==> config.mk <==
export PLATFORM = sky130hd
export DESIGN_NAME = axi_grid_sub_ni_flat
export DESIGN_NICKNAME = d
export VERILOG_FILES = /design/src/rtl/axi_default_param_pkg.sv /design/src/rtl/axi_grid_sub_ni_if.sv /design/src/rtl/axi_grid_ni_tracker.sv /design/src/rtl/axi_grid_sub_ni.sv /design/src/flat_wrapper.sv
export SDC_FILE = /design/constraint.sdc
export NUM_CORES = 1
export LEC_CHECK = 0
export CAP_MARGIN = 25
export CORE_AREA = 2 2 165 167
export CTS_CLUSTER_SIZE = 28
export DETAILED_ROUTE_END_ITERATION = 10
export DIE_AREA = 0 0 167 169
export HOLD_SLACK_MARGIN = 0.03
export PLACE_DENSITY_LB_ADDON = 0.12
export SETUP_SLACK_MARGIN = 0.4
export SKIP_CTS_REPAIR_TIMING = 1
export SYNTH_ARGS = -nofsm -noshare
export SYNTH_HDL_FRONTEND = slang
export SYNTH_SLANG_ARGS = --single-unit
==> constraint.sdc <==
create_clock -name clk_i -period 3.37 [get_ports clk_i]
set_input_delay 0.337 -clock clk_i [delete_from_list [all_inputs] [get_ports clk_i]]
set_output_delay 0.337 -clock clk_i [all_outputs]
set_load 0.05 [all_outputs]
==> src/rtl/axi_default_param_pkg.sv <==
// Shared grid/AXI type definitions for the grid network interfaces.
// Node IDs, AXI IDs and the five AXI channel payloads.
package axi_default_param_pkg;

    typedef logic [3:0] grid_id_t;
    typedef logic [3:0] axi_id_t;

    typedef struct packed {
        axi_id_t     id;
        logic [31:0] addr;
        logic [7:0]  len;
        logic [2:0]  size;
        logic [1:0]  burst;
    } grid_aw_chan_t;

    typedef struct packed {
        logic [31:0] data;
        logic [3:0]  strb;
        logic        last;
    } grid_w_chan_t;

    typedef struct packed {
        axi_id_t     id;
        logic [1:0]  resp;
    } grid_b_chan_t;

    typedef struct packed {
        axi_id_t     id;
        logic [31:0] addr;
        logic [7:0]  len;
        logic [2:0]  size;
        logic [1:0]  burst;
    } grid_ar_chan_t;

    typedef struct packed {
        axi_id_t     id;
        logic [31:0] data;
        logic [1:0]  resp;
        logic        last;
    } grid_r_chan_t;

endpackage

==> src/rtl/axi_grid_sub_ni_if.sv <==
// Bundle of grid-side and AXI-subordinate-side signals of the subordinate NI.
// The slave modport is the NI's view; master is the surrounding grid/subordinate.
interface axi_grid_sub_ni_if;
    import axi_default_param_pkg::*;

    grid_id_t      grid_aw_did_i, grid_aw_sid_i;
    grid_aw_chan_t grid_aw_chan_i;
    logic          grid_aw_valid_i, grid_aw_ready_o;

    grid_id_t      grid_w_did_i, grid_w_sid_i;
    grid_w_chan_t  grid_w_chan_i;
    logic          grid_w_valid_i, grid_w_ready_o;

    grid_id_t      grid_ar_did_i, grid_ar_sid_i;
    grid_ar_chan_t grid_ar_chan_i;
    logic          grid_ar_valid_i, grid_ar_ready_o;

    grid_id_t      grid_b_did_o, grid_b_sid_o;
    grid_b_chan_t  grid_b_chan_o;
    logic          grid_b_valid_o, grid_b_ready_i;

    grid_id_t      grid_r_did_o, grid_r_sid_o;
    grid_r_chan_t  grid_r_chan_o;
    logic          grid_r_valid_o, grid_r_ready_i;

    grid_aw_chan_t axi_aw_o;
    logic          axi_aw_valid_o, axi_aw_ready_i;
    grid_w_chan_t  axi_w_o;
    logic          axi_w_valid_o, axi_w_ready_i;
    grid_ar_chan_t axi_ar_o;
    logic          axi_ar_valid_o, axi_ar_ready_i;
    grid_b_chan_t  axi_b_i;
    logic          axi_b_valid_i, axi_b_ready_o;
    grid_r_chan_t  axi_r_i;
    logic          axi_r_valid_i, axi_r_ready_o;

    modport slave (
        input  grid_aw_did_i, grid_aw_sid_i, grid_aw_chan_i, grid_aw_valid_i,
        output grid_aw_ready_o,
        input  grid_w_did_i, grid_w_sid_i, grid_w_chan_i, grid_w_valid_i,
        output grid_w_ready_o,
        input  grid_ar_did_i, grid_ar_sid_i, grid_ar_chan_i, grid_ar_valid_i,
        output grid_ar_ready_o,
        output grid_b_did_o, grid_b_sid_o, grid_b_chan_o, grid_b_valid_o,
        input  grid_b_ready_i,
        output grid_r_did_o, grid_r_sid_o, grid_r_chan_o, grid_r_valid_o,
        input  grid_r_ready_i,
        output axi_aw_o, axi_aw_valid_o,
        input  axi_aw_ready_i,
        output axi_w_o, axi_w_valid_o,
        input  axi_w_ready_i,
        output axi_ar_o, axi_ar_valid_o,
        input  axi_ar_ready_i,
        input  axi_b_i, axi_b_valid_i,
        output axi_b_ready_o,
        input  axi_r_i, axi_r_valid_i,
        output axi_r_ready_o
    );

    modport master (
        output grid_aw_did_i, grid_aw_sid_i, grid_aw_chan_i, grid_aw_valid_i,
        input  grid_aw_ready_o,
        output grid_w_did_i, grid_w_sid_i, grid_w_chan_i, grid_w_valid_i,
        input  grid_w_ready_o,
        output grid_ar_did_i, grid_ar_sid_i, grid_ar_chan_i, grid_ar_valid_i,
        input  grid_ar_ready_o,
        input  grid_b_did_o, grid_b_sid_o, grid_b_chan_o, grid_b_valid_o,
        output grid_b_ready_i,
        input  grid_r_did_o, grid_r_sid_o, grid_r_chan_o, grid_r_valid_o,
        output grid_r_ready_i,
        input  axi_aw_o, axi_aw_valid_o,
        output axi_aw_ready_i,
        input  axi_w_o, axi_w_valid_o,
        output axi_w_ready_i,
        input  axi_ar_o, axi_ar_valid_o,
        output axi_ar_ready_i,
        output axi_b_i, axi_b_valid_i,
        input  axi_b_ready_o,
        output axi_r_i, axi_r_valid_i,
        input  axi_r_ready_o
    );

endinterface

==> src/rtl/axi_grid_ni_tracker.sv <==
// Outstanding-transaction tracker: single-ID lock, count, and a FIFO of
// requester node IDs used to address responses back into the grid.
module axi_grid_ni_tracker
    import axi_default_param_pkg::*;
#(
    parameter int unsigned MAX_OUTSTANDING = 4,
    parameter type grid_id_t = axi_default_param_pkg::grid_id_t,
    parameter type axi_id_t  = axi_default_param_pkg::axi_id_t
) (
    input  logic     clk_i,
    input  logic     arst_ni,
    input  logic     push,
    input  grid_id_t push_sid,
    input  axi_id_t  push_id,
    input  logic     pop,
    input  axi_id_t  adm_id,
    output logic     adm,
    output grid_id_t head_sid,
    output logic     nonempty
);

    localparam int unsigned CNT_W = $clog2(MAX_OUTSTANDING + 1);
    localparam int unsigned PTR_W = (MAX_OUTSTANDING > 1) ? $clog2(MAX_OUTSTANDING) : 1;
    localparam logic [CNT_W-1:0] MAX_CNT  = CNT_W'(MAX_OUTSTANDING);
    localparam logic [PTR_W-1:0] LAST_PTR = PTR_W'(MAX_OUTSTANDING - 1);

    logic [CNT_W-1:0] cnt_q, cnt_d;
    logic [PTR_W-1:0] wr_ptr_q, wr_ptr_d;
    logic [PTR_W-1:0] rd_ptr_q, rd_ptr_d;
    axi_id_t          lock_id_q, lock_id_d;
    grid_id_t         sid_fifo_q [MAX_OUTSTANDING];

    function automatic logic [PTR_W-1:0] ptr_inc(input logic [PTR_W-1:0] ptr);
        return (ptr == LAST_PTR) ? '0 : ptr + 1'b1;
    endfunction

    // Admission looks only at registered state, so a pop in the same cycle
    // never opens a slot early.
    assign adm      = (cnt_q == '0) || ((cnt_q < MAX_CNT) && (adm_id == lock_id_q));
    assign nonempty = (cnt_q != '0);
    assign head_sid = sid_fifo_q[rd_ptr_q];

    always_comb begin
        cnt_d     = cnt_q;
        wr_ptr_d  = wr_ptr_q;
        rd_ptr_d  = rd_ptr_q;
        lock_id_d = lock_id_q;
        if (push) begin
            wr_ptr_d  = ptr_inc(wr_ptr_q);
            lock_id_d = push_id;
        end
        if (pop) begin
            rd_ptr_d = ptr_inc(rd_ptr_q);
        end
        case ({push, pop})
            2'b10:   cnt_d = cnt_q + 1'b1;
            2'b01:   cnt_d = cnt_q - 1'b1;
            default: cnt_d = cnt_q;
        endcase
    end

    always_ff @(posedge clk_i or negedge arst_ni) begin
        if (!arst_ni) begin
            cnt_q     <= '0;
            wr_ptr_q  <= '0;
            rd_ptr_q  <= '0;
            lock_id_q <= '0;
        end else begin
            cnt_q     <= cnt_d;
            wr_ptr_q  <= wr_ptr_d;
            rd_ptr_q  <= rd_ptr_d;
            lock_id_q <= lock_id_d;
        end
    end

    // Entries are only read while counted valid, so storage needs no reset.
    always_ff @(posedge clk_i) begin
        if (push) begin
            sid_fifo_q[wr_ptr_q] <= push_sid;
        end
    end

endmodule

==> src/rtl/axi_grid_sub_ni.sv <==
// Subordinate-side grid NI: strips routing from AW/W/AR and readdresses B/R
// to the requesting node using one tracker per direction.
module axi_grid_sub_ni
    import axi_default_param_pkg::*;
#(
    parameter type grid_id_t      = axi_default_param_pkg::grid_id_t,
    parameter type axi_id_t       = axi_default_param_pkg::axi_id_t,
    parameter type grid_aw_chan_t = axi_default_param_pkg::grid_aw_chan_t,
    parameter type grid_w_chan_t  = axi_default_param_pkg::grid_w_chan_t,
    parameter type grid_b_chan_t  = axi_default_param_pkg::grid_b_chan_t,
    parameter type grid_ar_chan_t = axi_default_param_pkg::grid_ar_chan_t,
    parameter type grid_r_chan_t  = axi_default_param_pkg::grid_r_chan_t,
    parameter grid_id_t    NI_ID           = '0,
    parameter int unsigned MAX_OUTSTANDING = 4
) (
    input logic               clk_i,
    input logic               arst_ni,
    axi_grid_sub_ni_if.slave  bus
);

    localparam int TRK_WR = 0;
    localparam int TRK_RD = 1;

    logic     trk_push     [2];
    logic     trk_pop      [2];
    logic     trk_adm      [2];
    logic     trk_nonempty [2];
    grid_id_t trk_push_sid [2];
    grid_id_t trk_head_sid [2];
    axi_id_t  trk_push_id  [2];

    grid_aw_chan_t aw_chan;
    grid_w_chan_t  w_chan;
    grid_ar_chan_t ar_chan;
    grid_b_chan_t  b_chan;
    grid_r_chan_t  r_chan;
    logic          unused_route;

    assign aw_chan = bus.grid_aw_chan_i;
    assign w_chan  = bus.grid_w_chan_i;
    assign ar_chan = bus.grid_ar_chan_i;
    assign b_chan  = bus.axi_b_i;
    assign r_chan  = bus.axi_r_i;

    // Destination fields are trusted to the grid; W routing is not needed at all.
    assign unused_route = ^{bus.grid_aw_did_i, bus.grid_ar_did_i,
                            bus.grid_w_did_i, bus.grid_w_sid_i};

    for (genvar gi = 0; gi < 2; gi++) begin : g_trk
        axi_grid_ni_tracker #(
            .MAX_OUTSTANDING (MAX_OUTSTANDING),
            .grid_id_t       (grid_id_t),
            .axi_id_t        (axi_id_t)
        ) u_trk (
            .clk_i    (clk_i),
            .arst_ni  (arst_ni),
            .push     (trk_push[gi]),
            .push_sid (trk_push_sid[gi]),
            .push_id  (trk_push_id[gi]),
            .pop      (trk_pop[gi]),
            .adm_id   (trk_push_id[gi]),
            .adm      (trk_adm[gi]),
            .head_sid (trk_head_sid[gi]),
            .nonempty (trk_nonempty[gi])
        );
    end

    // Write request and response
    assign trk_push_sid[TRK_WR] = bus.grid_aw_sid_i;
    assign trk_push_id[TRK_WR]  = aw_chan.id;
    assign trk_push[TRK_WR]     = bus.grid_aw_valid_i & bus.axi_aw_ready_i & trk_adm[TRK_WR];
    assign trk_pop[TRK_WR]      = bus.axi_b_valid_i & bus.grid_b_ready_i & trk_nonempty[TRK_WR];

    assign bus.axi_aw_o        = aw_chan;
    assign bus.axi_aw_valid_o  = bus.grid_aw_valid_i & trk_adm[TRK_WR];
    assign bus.grid_aw_ready_o = bus.axi_aw_ready_i & trk_adm[TRK_WR];

    assign bus.grid_b_chan_o  = b_chan;
    assign bus.grid_b_did_o   = trk_head_sid[TRK_WR];
    assign bus.grid_b_sid_o   = NI_ID;
    assign bus.grid_b_valid_o = bus.axi_b_valid_i & trk_nonempty[TRK_WR];
    assign bus.axi_b_ready_o  = bus.grid_b_ready_i & trk_nonempty[TRK_WR];

    assign bus.axi_w_o        = w_chan;
    assign bus.axi_w_valid_o  = bus.grid_w_valid_i;
    assign bus.grid_w_ready_o = bus.axi_w_ready_i;

    // Read request and response; a burst pops only on its last beat.
    assign trk_push_sid[TRK_RD] = bus.grid_ar_sid_i;
    assign trk_push_id[TRK_RD]  = ar_chan.id;
    assign trk_push[TRK_RD]     = bus.grid_ar_valid_i & bus.axi_ar_ready_i & trk_adm[TRK_RD];
    assign trk_pop[TRK_RD]      = bus.axi_r_valid_i & bus.grid_r_ready_i
                                & trk_nonempty[TRK_RD] & r_chan.last;

    assign bus.axi_ar_o        = ar_chan;
    assign bus.axi_ar_valid_o  = bus.grid_ar_valid_i & trk_adm[TRK_RD];
    assign bus.grid_ar_ready_o = bus.axi_ar_ready_i & trk_adm[TRK_RD];

    assign bus.grid_r_chan_o  = r_chan;
    assign bus.grid_r_did_o   = trk_head_sid[TRK_RD];
    assign bus.grid_r_sid_o   = NI_ID;
    assign bus.grid_r_valid_o = bus.axi_r_valid_i & trk_nonempty[TRK_RD];
    assign bus.axi_r_ready_o  = bus.grid_r_ready_i & trk_nonempty[TRK_RD];

endmodule

==> src/flat_wrapper.sv <==
// flat-port wrapper written by rule: the top's interface ports become plain ports
module axi_grid_sub_ni_flat import axi_default_param_pkg::*;
#(
    parameter type grid_id_t      = axi_default_param_pkg::grid_id_t,
    parameter type axi_id_t       = axi_default_param_pkg::axi_id_t,
    parameter type grid_aw_chan_t = axi_default_param_pkg::grid_aw_chan_t,
    parameter type grid_w_chan_t  = axi_default_param_pkg::grid_w_chan_t,
    parameter type grid_b_chan_t  = axi_default_param_pkg::grid_b_chan_t,
    parameter type grid_ar_chan_t = axi_default_param_pkg::grid_ar_chan_t,
    parameter type grid_r_chan_t  = axi_default_param_pkg::grid_r_chan_t,
    parameter grid_id_t    NI_ID           = '0,
    parameter int unsigned MAX_OUTSTANDING = 4
)
  (clk_i, arst_ni, bus_grid_aw_did_i, bus_grid_aw_sid_i, bus_grid_aw_chan_i, bus_grid_aw_valid_i, bus_grid_aw_ready_o, bus_grid_w_did_i, bus_grid_w_sid_i, bus_grid_w_chan_i, bus_grid_w_valid_i, bus_grid_w_ready_o, bus_grid_ar_did_i, bus_grid_ar_sid_i, bus_grid_ar_chan_i, bus_grid_ar_valid_i, bus_grid_ar_ready_o, bus_grid_b_did_o, bus_grid_b_sid_o, bus_grid_b_chan_o, bus_grid_b_valid_o, bus_grid_b_ready_i, bus_grid_r_did_o, bus_grid_r_sid_o, bus_grid_r_chan_o, bus_grid_r_valid_o, bus_grid_r_ready_i, bus_axi_aw_o, bus_axi_aw_valid_o, bus_axi_aw_ready_i, bus_axi_w_o, bus_axi_w_valid_o, bus_axi_w_ready_i, bus_axi_ar_o, bus_axi_ar_valid_o, bus_axi_ar_ready_i, bus_axi_b_i, bus_axi_b_valid_i, bus_axi_b_ready_o, bus_axi_r_i, bus_axi_r_valid_i, bus_axi_r_ready_o);
  axi_grid_sub_ni_if bus_i ();
  input logic clk_i;
  input logic arst_ni;
  input wire logic [$bits(bus_i.grid_aw_did_i)-1:0] bus_grid_aw_did_i;
  input wire logic [$bits(bus_i.grid_aw_sid_i)-1:0] bus_grid_aw_sid_i;
  input wire logic [$bits(bus_i.grid_aw_chan_i)-1:0] bus_grid_aw_chan_i;
  input wire logic [$bits(bus_i.grid_aw_valid_i)-1:0] bus_grid_aw_valid_i;
  output wire logic [$bits(bus_i.grid_aw_ready_o)-1:0] bus_grid_aw_ready_o;
  input wire logic [$bits(bus_i.grid_w_did_i)-1:0] bus_grid_w_did_i;
  input wire logic [$bits(bus_i.grid_w_sid_i)-1:0] bus_grid_w_sid_i;
  input wire logic [$bits(bus_i.grid_w_chan_i)-1:0] bus_grid_w_chan_i;
  input wire logic [$bits(bus_i.grid_w_valid_i)-1:0] bus_grid_w_valid_i;
  output wire logic [$bits(bus_i.grid_w_ready_o)-1:0] bus_grid_w_ready_o;
  input wire logic [$bits(bus_i.grid_ar_did_i)-1:0] bus_grid_ar_did_i;
  input wire logic [$bits(bus_i.grid_ar_sid_i)-1:0] bus_grid_ar_sid_i;
  input wire logic [$bits(bus_i.grid_ar_chan_i)-1:0] bus_grid_ar_chan_i;
  input wire logic [$bits(bus_i.grid_ar_valid_i)-1:0] bus_grid_ar_valid_i;
  output wire logic [$bits(bus_i.grid_ar_ready_o)-1:0] bus_grid_ar_ready_o;
  output wire logic [$bits(bus_i.grid_b_did_o)-1:0] bus_grid_b_did_o;
  output wire logic [$bits(bus_i.grid_b_sid_o)-1:0] bus_grid_b_sid_o;
  output wire logic [$bits(bus_i.grid_b_chan_o)-1:0] bus_grid_b_chan_o;
  output wire logic [$bits(bus_i.grid_b_valid_o)-1:0] bus_grid_b_valid_o;
  input wire logic [$bits(bus_i.grid_b_ready_i)-1:0] bus_grid_b_ready_i;
  output wire logic [$bits(bus_i.grid_r_did_o)-1:0] bus_grid_r_did_o;
  output wire logic [$bits(bus_i.grid_r_sid_o)-1:0] bus_grid_r_sid_o;
  output wire logic [$bits(bus_i.grid_r_chan_o)-1:0] bus_grid_r_chan_o;
  output wire logic [$bits(bus_i.grid_r_valid_o)-1:0] bus_grid_r_valid_o;
  input wire logic [$bits(bus_i.grid_r_ready_i)-1:0] bus_grid_r_ready_i;
  output wire logic [$bits(bus_i.axi_aw_o)-1:0] bus_axi_aw_o;
  output wire logic [$bits(bus_i.axi_aw_valid_o)-1:0] bus_axi_aw_valid_o;
  input wire logic [$bits(bus_i.axi_aw_ready_i)-1:0] bus_axi_aw_ready_i;
  output wire logic [$bits(bus_i.axi_w_o)-1:0] bus_axi_w_o;
  output wire logic [$bits(bus_i.axi_w_valid_o)-1:0] bus_axi_w_valid_o;
  input wire logic [$bits(bus_i.axi_w_ready_i)-1:0] bus_axi_w_ready_i;
  output wire logic [$bits(bus_i.axi_ar_o)-1:0] bus_axi_ar_o;
  output wire logic [$bits(bus_i.axi_ar_valid_o)-1:0] bus_axi_ar_valid_o;
  input wire logic [$bits(bus_i.axi_ar_ready_i)-1:0] bus_axi_ar_ready_i;
  input wire logic [$bits(bus_i.axi_b_i)-1:0] bus_axi_b_i;
  input wire logic [$bits(bus_i.axi_b_valid_i)-1:0] bus_axi_b_valid_i;
  output wire logic [$bits(bus_i.axi_b_ready_o)-1:0] bus_axi_b_ready_o;
  input wire logic [$bits(bus_i.axi_r_i)-1:0] bus_axi_r_i;
  input wire logic [$bits(bus_i.axi_r_valid_i)-1:0] bus_axi_r_valid_i;
  output wire logic [$bits(bus_i.axi_r_ready_o)-1:0] bus_axi_r_ready_o;
  assign bus_i.grid_aw_did_i = bus_grid_aw_did_i;
  assign bus_i.grid_aw_sid_i = bus_grid_aw_sid_i;
  assign bus_i.grid_aw_chan_i = bus_grid_aw_chan_i;
  assign bus_i.grid_aw_valid_i = bus_grid_aw_valid_i;
  assign bus_grid_aw_ready_o = bus_i.grid_aw_ready_o;
  assign bus_i.grid_w_did_i = bus_grid_w_did_i;
  assign bus_i.grid_w_sid_i = bus_grid_w_sid_i;
  assign bus_i.grid_w_chan_i = bus_grid_w_chan_i;
  assign bus_i.grid_w_valid_i = bus_grid_w_valid_i;
  assign bus_grid_w_ready_o = bus_i.grid_w_ready_o;
  assign bus_i.grid_ar_did_i = bus_grid_ar_did_i;
  assign bus_i.grid_ar_sid_i = bus_grid_ar_sid_i;
  assign bus_i.grid_ar_chan_i = bus_grid_ar_chan_i;
  assign bus_i.grid_ar_valid_i = bus_grid_ar_valid_i;
  assign bus_grid_ar_ready_o = bus_i.grid_ar_ready_o;
  assign bus_grid_b_did_o = bus_i.grid_b_did_o;
  assign bus_grid_b_sid_o = bus_i.grid_b_sid_o;
  assign bus_grid_b_chan_o = bus_i.grid_b_chan_o;
  assign bus_grid_b_valid_o = bus_i.grid_b_valid_o;
  assign bus_i.grid_b_ready_i = bus_grid_b_ready_i;
  assign bus_grid_r_did_o = bus_i.grid_r_did_o;
  assign bus_grid_r_sid_o = bus_i.grid_r_sid_o;
  assign bus_grid_r_chan_o = bus_i.grid_r_chan_o;
  assign bus_grid_r_valid_o = bus_i.grid_r_valid_o;
  assign bus_i.grid_r_ready_i = bus_grid_r_ready_i;
  assign bus_axi_aw_o = bus_i.axi_aw_o;
  assign bus_axi_aw_valid_o = bus_i.axi_aw_valid_o;
  assign bus_i.axi_aw_ready_i = bus_axi_aw_ready_i;
  assign bus_axi_w_o = bus_i.axi_w_o;
  assign bus_axi_w_valid_o = bus_i.axi_w_valid_o;
  assign bus_i.axi_w_ready_i = bus_axi_w_ready_i;
  assign bus_axi_ar_o = bus_i.axi_ar_o;
  assign bus_axi_ar_valid_o = bus_i.axi_ar_valid_o;
  assign bus_i.axi_ar_ready_i = bus_axi_ar_ready_i;
  assign bus_i.axi_b_i = bus_axi_b_i;
  assign bus_i.axi_b_valid_i = bus_axi_b_valid_i;
  assign bus_axi_b_ready_o = bus_i.axi_b_ready_o;
  assign bus_i.axi_r_i = bus_axi_r_i;
  assign bus_i.axi_r_valid_i = bus_axi_r_valid_i;
  assign bus_axi_r_ready_o = bus_i.axi_r_ready_o;
  axi_grid_sub_ni #(.grid_id_t(grid_id_t), .axi_id_t(axi_id_t), .grid_aw_chan_t(grid_aw_chan_t), .grid_w_chan_t(grid_w_chan_t), .grid_b_chan_t(grid_b_chan_t), .grid_ar_chan_t(grid_ar_chan_t), .grid_r_chan_t(grid_r_chan_t), .NI_ID(NI_ID), .MAX_OUTSTANDING(MAX_OUTSTANDING)) u_core (.clk_i(clk_i), .arst_ni(arst_ni), .bus(bus_i));
endmodule
== Word level (Yosys, flattened, before mapping) ==
Memory sizes are Yosys's and may differ from the RTL's.
Cells that the tools add are included.

* Register bits after elaboration: 22
* Bits in writable memories: 32
* Output and inout port bits: 206
* Memories kept: 2

* $add $sub $neg: 8
* $lt $le $gt $ge: 2
* Equal/unequal tests: 10
* Multiplexer cells: 10
* Bitwise logic cells: 17
* Reduce and logical (&&, ||, !) cells: 10

{| class="wikitable"
|+ Memory list
! name !! words !! bits a word !! rd ports !! clocked after Yosys merged registers in !! write ports !! RTL line !! RTL
|-
| u_core.g_trk[0].u_trk.sid_fifo_q || 4 || 4 || 1 || 0 || 1 || axi_grid_ni_tracker.sv:31 || <nowiki>grid_id_t sid_fifo_q [MAX_OUTSTANDING];</nowiki>
|-
| u_core.g_trk[1].u_trk.sid_fifo_q || 4 || 4 || 1 || 0 || 1 || axi_grid_ni_tracker.sv:31 ||
|}

{| class="wikitable"
|+ Operator list
! kind !! count
|-
| bitwise AND 1 bit || 17
|-
| == test 2 bit (second input constant) || 6
|-
| one-hot mux 3 bit (2 select lines) || 2
|-
| adder 2 x 1 -> 2 bit (second input constant) || 4
|-
| == test 4 bit || 2
|-
| two-way mux 2 bit || 4
|-
| adder 3 x 1 -> 3 bit (second input constant) || 2
|-
| zero test 3 bit || 2
|-
| < comparator 3 bit (second input constant) || 2
|-
| nonzero test 3 bit || 2
|-
| subtractor 3 x 1 -> 3 bit (second input constant) || 2
|-
| == test 2 x 1 -> 1 bit (second input constant) || 2
|-
| two-way mux 1 bit || 4
|-
| nonzero test 2 bit || 2
|-
| logical AND 1 bit || 2
|-
| logical OR 1 bit || 2
|}

== Logic depth before layout (Yosys ltp) ==
Gate-level depths: netlist of run 1.

* Depth in word-level cells: 6
* Mapped depth: 11
* Depth with buffers taken out: 10

== Modules after synthesis ==
Synthesis of run 1 repeated with hierarchy kept, for this count alone.

* Cells, all modules: 349
* Area total of the unflattened synthesis: 3890.0 um^2

{| class="wikitable"
|+ Modules (own cells, without submodules)
! module !! instances !! cells each !! area each (um^2) !! seq. area each (um^2)
|-
| axi_grid_ni_tracker || 2 || 73 || 1189.9 || 755.7
|-
| axi_grid_sub_ni || 1 || 203 || 1510.2 || 0.0
|}

== Worst setup path before layout of run 1 ==
Ideal clock, no wire load.

* Path type: register to register
* Start: reg u_core.g_trk[0].u_trk.lock_id_q[3]
* End: reg u_core.g_trk[0].u_trk.cnt_q[2]
* Setup time: 0.127 ns
* Arrival: 2.151 ns
* Setup slack: 1.092 ns
* Stages on the path, launching flop included: 11
* Path buffers: 0
* Path through: dfrtp_1 > xor2_1 > nor3_1 > a21oi_1 > or2_2 > ha_1 > inv_1 > fa_1 > xor2_1 > nor2_1 > xor2_1

* Longest elaborated chain between the ends: 6
* Elaborated cells on any way between the ends: 8
* Classes of those cells: eq/ne: 3; mux: 1; bitwise: 1; reduce/logical: 3

{| class="wikitable"
|+ RTL lines
! what !! RTL line !! RTL
|-
| start, declared || axi_grid_ni_tracker.sv:30 || <nowiki>axi_id_t lock_id_q, lock_id_d;</nowiki>
|-
| start signal, assigned || axi_grid_ni_tracker.sv:72 || <nowiki>lock_id_q <= lock_id_d;</nowiki>
|-
| == test 4 bit * || axi_grid_ni_tracker.sv:39 || <nowiki>assign adm = (cnt_q == '0) || ((cnt_q < MAX_CNT) && (adm_id == lock_id_q));</nowiki>
|-
| logical AND 1 bit * || axi_grid_ni_tracker.sv:39 ||
|-
| logical OR 1 bit * || axi_grid_ni_tracker.sv:39 ||
|-
| bitwise AND 1 bit * || axi_grid_sub_ni.sv:71 || <nowiki>assign trk_push[TRK_WR] = bus.grid_aw_valid_i & bus.axi_aw_ready_i & trk_adm[TRK_WR];</nowiki>
|-
| == test 2 x 1 -> 1 bit / == test 2 bit (equally long branches) || axi_grid_ni_tracker.sv:55 || <nowiki>case ({push, pop})</nowiki>
|-
| one-hot mux 3 bit (2 select lines) / nonzero test 2 bit (equally long branches) || - ||
|-
| end signal, assigned || axi_grid_ni_tracker.sv:69 || <nowiki>cnt_q <= cnt_d;</nowiki>
|-
| end, declared || axi_grid_ni_tracker.sv:27 || <nowiki>logic [CNT_W-1:0] cnt_q, cnt_d;</nowiki>
|}

Mark *: on every way between the ends. The rest lies on a longest branch, timed or not.
A chain may end at the register's enable or synchronous reset.

== Worst setup path after layout of run 1 ==
* Start: in bus_grid_ar_chan_i[46]
* End: out bus_axi_ar_valid_o

* Longest elaborated chain between the ends: 4

{| class="wikitable"
|+ RTL lines
! what !! RTL line !! RTL
|-
| start, declared || flat_wrapper.sv:30 || <nowiki>input wire logic [$bits(bus_i.grid_ar_chan_i)-1:0] bus_grid_ar_chan_i;</nowiki>
|-
| == test 4 bit || axi_grid_ni_tracker.sv:39 ||
|-
| logical AND 1 bit || axi_grid_ni_tracker.sv:39 ||
|-
| logical OR 1 bit || axi_grid_ni_tracker.sv:39 ||
|-
| bitwise AND 1 bit || axi_grid_sub_ni.sv:96 || <nowiki>assign bus.axi_ar_valid_o = bus.grid_ar_valid_i & trk_adm[TRK_RD];</nowiki>
|-
| end, declared || flat_wrapper.sv:50 || <nowiki>output wire logic [$bits(bus_i.axi_ar_valid_o)-1:0] bus_axi_ar_valid_o;</nowiki>
|}

No other way between the ends.

==> results, run 1 <==
- The run finished with clean final reports.
- Of the cells placed in the final design, the portion with a size suffix greater than 1 is between 15 and 20%.
- The leakage component of the power is roughly 1.4 nW.
- The number of design rule violations left after detail routing is 0.
- The total die area is 0.0282 sq mm.
- Based on the critical path, the design can be clocked at up to around 360 MHz.
- The mean cell area of the mapped netlist is roughly 11 sq um.
- In this run the biggest area consumer among cell types represents about a third of the synthesized area.
- The start point of the critical path is bus_grid_ar_chan_i[46].
- The number of fill cells in the layout is 2952.
- Ranked by total cell area, the synthesized netlist is headed by buf_4 (35%), edfxtp_1 (23%), dfrtp_1 (13%), mux4_2 (4.4%), ha_1 (3.7%).
- The via total after detailed routing is 1993.
- At the worst endpoint, the required time is ~3.0 ns.
- The most critical setup path has its endpoint at bus_axi_ar_valid_o.
- The initial standard-cell utilization of the core is approximately 15%.
- The summed negative setup slack over all endpoints is 0 ns.
- The detailed router's first-iteration violation count is 58.
- The cell area that synthesis handed to floorplanning was about 0.0041 sq mm.
- The number of buffers and inverters on the critical path is 2.
- After detailed placement, the total cell area comes to between 0.003 and 0.004 sq mm.
- The count of nets left with antenna violations once routing finished came out at 0.
- Among the stages of the critical path, the cell type that occurs most often is clkdlybuf4s50_1.
- The delay of the slowest critical-path stage is about 0.71 ns.
- For this run, the total global-route usage over all layers was measured as 7.47%.
- Max-cap violations in this run came to 0.
- Synthesis handed over a netlist of 385 instances.
- The via density per instance is 3.27.
- Port buffering added 51 buffers.
- The number of hold-slack violations in the final timing report is 0.
- Summed over all instances, the cell type with the most area after synthesis is buf_4.
- Setup violations remaining at the end of the flow were counted as 0.
- The cell family contributing the most delay on the critical path is buffers and inverters.
- The routed wire length is about 11 mm.
- Counting distinct cell types in the post-synthesis netlist gives 38.
- After global routing the overflow that remains totals 0.
- The count of placed standard cells including taps is roughly 600.
- The maximum number of pins on one net before global-route repair is 23.
- The clock slew seen by the registers of the worst setup and hold paths is 0.07 ns.
- The clock net in this run drives a total of 54 sinks.
- The number of nets in the layout is 498.
- The sort of element at the end of the critical path is an output pin.
- The worst path in the final design needs a cycle of approximately 2.8 ns, including I/O delays and setup.
- The wire length of the first global-routing pass is 15.1 mm.
- The multiplexer share of the synthesized area is under 10%.
- The pre-antenna-repair detailed-routing pass consisted of 3 iterations.
- The endpoint identified for the worst register-to-register timing path is u_core.g_trk[1].u_trk.cnt_q[2]$_DFFE_PN0P_.
- Setup repair after global routing left no endpoint under its margin.
- The total I/O pin count is approximately 420.
- The initial antenna violation count is 0.
- Summing the areas of all xor and xnor instances in the mapped netlist gives around 3.0% of the synthesized area.
- The worst-case register-to-register setup slack is just over 0.9 ns.
- TritonCTS created 5 clock buffers.
- The largest vdd supply drop is between 200 and 250 uV.
- The maximum fanout count along the critical path is 5.
- In this run the number of H-tree levels came out at 2.
- After synthesis, the largest family of logic cells by area is buffers and inverters.
- Once layout is complete, the cells apart from fillers number between 600 and 700.
- The count of yosys warnings during synthesis is 0.
- The number of standard-cell rows in the floorplan is 60.
- In this run the number of cells on the critical path is 6.
- The tightest hold margin is 0.403 ns.
- The part of the cycle the worst path needs is between 80% and 90%.
- The class of the most critical hold timing path is in -> async.
- TritonCTS built the clock tree.
- The simple logic cell fraction of the synthesized area is about 8.3%.
- At the worst endpoint, the arrival time is approximately 2.4 ns.
- Power spread over the standard cell area amounts to 728 mW/mm^2.
- The core region area is between 0.02 and 0.03 sq mm.
- At the later pin of the worst-skew pair, clock insertion delay measures roughly 0.30 ns.
- The start-to-end type of the worst setup path is in -> out.
- The weighted congestion reported at the end of routability-driven placement is 0.686.
- The sequential cell area fraction in the yosys report is a little under two fifths.
- The antenna cell count is 0.
- The number of storage elements in the synthesis netlist is 54.
- Traced cell by cell, the critical path runs through clkdlybuf4s50_1 > xor2_1 > nor2_1 > a21oi_1 > nor2b_1 > clkdlybuf4s50_1.
- Detailed placement finished with a half-perimeter wire length of a little under 9 mm.
- The count of cells along the worst register-to-register path is 10.
- The final design instance area without fill is between 0.003 and 0.004 sq mm.
- The floorplan step set the die height to between 150 and 200 um.
- The complex-gate fraction of the synthesized area is roughly 2.4%.
- The via count of the first global-routing pass is about 2100.
- In this run the deepest clock path goes through 2 buffers.
- Measured against its own limit, the worst slew margin works out to around two thirds.
- Cells fill roughly 15% of the core in the end.
- For the final database, setup skew stands at around 0.0070 ns.
- Measured along the x axis, the die boundary spans between 150 and 200 um.
- The largest individual stage delay along the critical path comes from the cell clkdlybuf4s50_1.
- The adder-cell share of the synthesized area is under 10%.
- The layout overhead on the synthesized area is -5.89%.
- The launching point of the worst reg2reg path is u_core.g_trk[1].u_trk.lock_id_q[1]$_DFFE_PN0P_.
- The number of max-slew violations in the final report is 0.
- The transition time of the tightest slew-check pin is between 0.5 and 0.6 ns.
- The startpoint type of the worst setup path is a primary input.
- After detailed routing, the average wire length per cell comes to roughly 18 um.
- CTS placed an instance of clkbuf_16 at the clock tree root.
[flip-flops by register name, indices dropped and copies added (netlist names)]
name,count
u_core.g_trk.u_trk.lock_id_q,8
u_core.g_trk.u_trk.wr_ptr_q,4
u_core.g_trk.u_trk.cnt_q,6
u_core.g_trk.u_trk.sid_fifo_q,32
u_core.g_trk.u_trk.rd_ptr_q,4
[stage by stage]
step / power, W / setup WS [ns]
after global routing: 0.00302 / 0.408
final: 0.00281 / 0.606
after CTS: 0.00289 / 0.558
after detailed placement: 0.00227 / 0.399
after floorplan: 0.00245 / 1.09
after global placement: 0.00227 / 0.464
[power breakdown]
group | switching, W | leakage [nW] | internal [W]
Combinational | 0.000691 | 0.758 | 0.000530
Sequential | 0.000168 | 0.538 | 0.000835
Clock | 0.000238 | 0.0785 | 0.000349
Total | 0.00110 | 1.37 | 0.00171
[cells in the final DEF, fill, tap and decap left out, types with 5 or more instances in the layout]
master / instances
or2_2: 6
edfxtp_1: 32
buf_4: 15
inv_1: 11
clkdlybuf4s50_1: 49
dfrtp_1: 22
ha_1: 12
xor2_1: 12
nor3_1: 9
nor2_1: 11
conb_1: 8
clkbuf_16: 5
mux4_2: 8
nor3b_1: 8
nand2_1: 10
mux2_2: 8
[cell families after synthesis]
logic type	Yosys count
multiplexers	21
buffers and inverters	206
flip-flops	54
AND/OR/NAND/NOR	62
adder cells (fa/ha/maj)	14
XOR/XNOR	14
other	1
AO/OA/AOI/OAI	13
[layer usage]
metal	vias to the layer above	routed length (um)	track usage (%)
met5	-	43	1.04
met4	2	344	3.26
met3	37	1790	6.36
met2	188	5310	12.1
met1	920	3290	6.56
li1	846	-	-
[worst min-delay path by stage]
stage | start | end | slack, ns
finish | arst_ni | u_core.g_trk[1].u_trk.lock_id_q[0]$_DFFE_PN0P_ | 0.40
global route | arst_ni | u_core.g_trk[1].u_trk.lock_id_q[0]$_DFFE_PN0P_ | 0.42
CTS | arst_ni | u_core.g_trk[1].u_trk.lock_id_q[0]$_DFFE_PN0P_ | 0.42
detailed placement | u_core.g_trk[0].u_trk.lock_id_q[0]$_DFFE_PN0P_ | u_core.g_trk[0].u_trk.lock_id_q[0]$_DFFE_PN0P_ | 0.52
global placement | u_core.g_trk[1].u_trk.lock_id_q[3]$_DFFE_PN0P_ | u_core.g_trk[1].u_trk.lock_id_q[3]$_DFFE_PN0P_ | 0.51
floorplan | arst_ni | u_core.g_trk[0].u_trk.cnt_q[0]$_DFFE_PN0P_ | 0.04
[layout make-up]
cell class | count | area (sq um) | area share [%]
clock buffers | 6 | 129 | 3.34
clock inverters | 2 | 33.8 | 0.875
inverters | 11 | 41.3 | 1.07
multi-input cells | 132 | 1110 | 28.9
flip-flops and latches | 54 | 1510 | 39.2
well taps | 341 | 427 | 11.1
repair buffers | 64 | 603 | 15.6
[synthesized netlist by cell type (all sizes together)]
cell type / n
o21ai: 1
mux4: 8
nor3: 10
buf: 192
and3: 1
o2bb2ai: 1
o311ai: 2
conb: 1
mux2i: 3
xnor2: 2
xor2: 12
a21o: 1
inv: 11
mux2: 10
nor3b: 8
and2: 4
fa: 2
a21oi: 2
clkbuf: 3
a31oi: 1
ha: 12
nor4: 2
o211ai: 1
nor2b: 4
o221a: 1
a221oi: 3
or3: 2
edfxtp: 32
dfrtp: 22
nor2: 11
nand3: 4
nand2: 10
or2: 6
No activity file was read; power rests on OpenSTA's default activity.
==> run 2, diff against run 1 <==
--- a/config.mk
+++ b/config.mk
@@ -6,10 +6,10 @@
 export NUM_CORES = 1
 export LEC_CHECK = 0
 export CAP_MARGIN = 25
-export CORE_AREA = 2 2 165 167
+export CORE_AREA = 2 2 164 166
 export CTS_CLUSTER_SIZE = 28
 export DETAILED_ROUTE_END_ITERATION = 10
-export DIE_AREA = 0 0 167 169
+export DIE_AREA = 0 0 166 168
 export HOLD_SLACK_MARGIN = 0.03
 export PLACE_DENSITY_LB_ADDON = 0.12
 export SETUP_SLACK_MARGIN = 0.4
==> constraint.sdc (replaced) <==
create_clock -name clk_i -period 2.5 [get_ports clk_i]
set_input_delay 0.25 -clock clk_i [delete_from_list [all_inputs] [get_ports clk_i]]
set_output_delay 0.25 -clock clk_i [all_outputs]
set_load 0.05 [all_outputs]
==> results, run 2 (synthesized netlist as in run 1, its figures left out) <==
- The remaining antenna violation count was 0 (unchanged).
- The clock slew seen by the registers of the worst setup and hold paths is 0.08 ns (about the same).
- The clock root buffer is clkbuf_16.
- The count of placed standard cells including taps was 614 (+2.0%).
- TritonCTS built the clock tree.
- The die extent in y is 168 um (-0.59%).
- The number of fill cells in the layout is 2902 (-1.7%).
- The transition time of the tightest slew-check pin is 0.520 ns (+0.00612 ns).
- The detailed router's first-iteration violation count was 47 (-19%).
- The number of design rule violations left after detail routing is 0 (unchanged).
- The clock skew after layout is 0.0115 ns (+0.00445 ns).
- The via density per instance is 3.29 (+0.61%).
- The layout overhead on the synthesized area is 1.65%.
- STA classifies the critical path endpoint as an output pin.
- The width of the die is 166 um (-0.60%).
- By startpoint and endpoint, the worst setup path is classified as reg -> out.
- The number of buffers on the longest clock path came to 2 (unchanged).
- Timing would allow up to between 400 and 500 MHz.
- The routed wire length was 12.0 mm (+11%).
- The fraction of the core area covered by cells at the end of the flow came to 15.8% (+1.3 points).
- The endpoint required time on the critical path was 2.25 ns (-0.78 ns).
- The core region area came to 0.0264 sq mm (-0.57%).
- The worst endpoint data arrival time was 2.09 ns (-0.34 ns).
- The number of port buffers is 51 (unchanged).
- The HPWL after detailed placement is 10.0 mm (+12%).
- More flip-flops sit in one register than any other, and that register is u_core.g_trk.u_trk.sid_fifo_q.
- The wire length of the first global-routing pass was 16.5 mm (+9.1%).
- The combinational group share of total power came to 48.0% (+4.6 points).
- The final non-filler cell total came to 627 (+2.8%).
- The number of buffers inserted during clock tree synthesis was 5 (unchanged).
- The total congestion overflow after global routing is 0 (unchanged).
- The clock sink count is 54 (unchanged).
- The internal power consumption came to 0.00243 W (+42%).
- The average routed wire per standard cell is 19.1 um (+7.9%).
- The number of levels the H-tree was split into is 2 (unchanged).
- The maximum number of pins on one net before global-route repair is 23 (unchanged).
- The number of detailed-routing iterations run before antenna repair came to 4 (+1).
- The via count of the first global-routing pass is 2242 (+6.1%).
- The switching power total came to 0.00162 W (+48%).
- The initial standard-cell utilization of the core came to 15.6% (+0.088 points).
- The count of max-cap constraint violations is 0 (unchanged).
- The insertion delay of the later-clocked pin in the worst-skew pair is 0.31 ns (about the same).
- The count of final setup violators is 0 (unchanged).
- The via total after detailed routing is 2061 (+3.4%).
- STA classifies the critical path startpoint as a flip-flop.
- The initial antenna violation count came to 0 (unchanged).
- The largest vdd supply drop was 280 uV (+21%).
- In the finished design, the share of the clock period the worst path needs comes to between 90 and 100%.
- The relative contribution of the clock network to total power is 18.8% (-2.1 points).
- The portion of total power attributed to sequential cells was 33.3% (-2.4 points).
- The number of standard-cell rows in the floorplan is 60 (unchanged).
- The worst-case headroom to the max-slew limit is 65.3% (-0.36 points).
- The number of hold-slack violations in the final timing report is 0 (unchanged).
- The tightest hold margin is 0.271 ns (-0.131 ns).
- The number of max-slew violations in the final report is 0 (unchanged).
- The maximum fanout count along the critical path is 7 (+2).
- The total die area came to 0.0279 sq mm (-1.2%).
- The weighted congestion reported at the end of routability-driven placement came to 0.715 (+4.1%).
- The power per cell area was 971 mW/mm^2 (+33%).
- The number of flip-flops under the largest register name is 32 (unchanged).
- In the final layout, the registers with the most flip-flops are u_core.g_trk.u_trk.sid_fifo_q x32, u_core.g_trk.u_trk.lock_id_q x8, u_core.g_trk.u_trk.cnt_q x6.
- The library cell used most frequently in the layout, excluding fill and tap cells, is edfxtp_1.
- The number of nets in the layout came to 515 (+3.4%).
- The tightest min-delay check is of the in -> reg type.
- The leakage component of the power is 1.64 nW (+19%).
- The proportion of total power due to net switching was 40.0% (+1.0 points).
- The total I/O pin count is 422 (unchanged).
- The clock period minus worst slack is between 2 and 2.5 ns.
- The total global routing track utilization is 8.30% (+0.83 points).
- Setup repair after global routing could not meet its margin everywhere.
- The antenna cell count was 0 (unchanged).
- The run finished with clean final reports.
- The share of layout cells above drive strength 1 is 32.5% (+14 points).
- In the layout the commonest cells are edfxtp_1 (32), clkdlybuf4s50_1 (31), buf_4 (30).
[run 2: stage by stage]
stage | setup slack (ns) | cell area [sq um] | setup TNS [ns] | total power [W]
after floorplan | 0.377 | 4170 | 0 | 0.00334
after global placement | 0.0485 | 3870 | 0 | 0.00323
after detailed placement | 0.0256 | 3870 | 0 | 0.00324
after CTS | -0.00156 | 4020 | -0.00156 | 0.00405
after global routing | 0.0999 | 4170 | 0 | 0.00435
final | 0.165 | 4170 | 0 | 0.00405
[run 2: critical path, stage by stage, from the launching register on]
cell and delay, ns:
dfrtp_2 0.50, mux4_2 0.56, clkdlybuf4s50_1 0.72
[run 2: area by class of cell]
cell class                      count  area [sq um]  share of cell area [%]
Tap cell                          341           427                    10.2
Multi-Input combinational cell    132          1220                    29.2
Clock buffer                        5           125                    3.00
Sequential cell                    54          1510                    36.3
Clock inverter                      3          28.8                   0.690
Timing Repair Buffer               81           816                    19.6
Inverter                           11          41.3                   0.990
[run 2: worst paths after layout]
| path | startpoint | to | cells after the start | slack, ns |
|---|---|---|---|---|
| setup / recovery | u_core.g_trk[1].u_trk.rd_ptr_q[0]$_DFFE_PN0P_ | bus_grid_r_did_o[3] | 2 | 0.16 |
| hold / removal | bus_grid_aw_chan_i[48] | u_core.g_trk[0].u_trk.lock_id_q[3]$_DFFE_PN0P_ | 2 | 0.27 |
| setup reg to reg | u_core.g_trk[1].u_trk.cnt_q[0]$_DFFE_PN0P_ | u_core.g_trk[1].u_trk.cnt_q[2]$_DFFE_PN0P_ | 9 | 0.44 |
| hold reg to reg | u_core.g_trk[1].u_trk.lock_id_q[0]$_DFFE_PN0P_ | u_core.g_trk[1].u_trk.lock_id_q[0]$_DFFE_PN0P_ | 1 | 0.53 |
| max in group asynchronous | arst_ni | u_core.g_trk[1].u_trk.cnt_q[0]$_DFFE_PN0P_ | 2 | 1.88 |
| min in group asynchronous | arst_ni | u_core.g_trk[1].u_trk.wr_ptr_q[0]$_DFFE_PN0P_ | 2 | 0.33 |
[run 2: power groups by stage]
stage / registers [W] / clock network [W] / logic (W)
6_report: 0.00135 / 0.000759 / 0.00194
5_1_grt: 0.00139 / 0.000847 / 0.00211
3_5_place_dp: 0.00136 / 0 / 0.00189
2_1_floorplan: 0.00127 / 0 / 0.00207
4_1_cts: 0.00134 / 0.000819 / 0.00189
3_3_place_gp: 0.00136 / 0 / 0.00188
[run 2: routing by layer]
metal  GRT usage (%)  wire length, um  vias to the layer above
met5            1.39               57                        -
met4            4.01              563                        2
met2            12.9             5460                      189
li1                -                -                      877
met3            8.44             2440                       50
met1            6.73             3440                      943
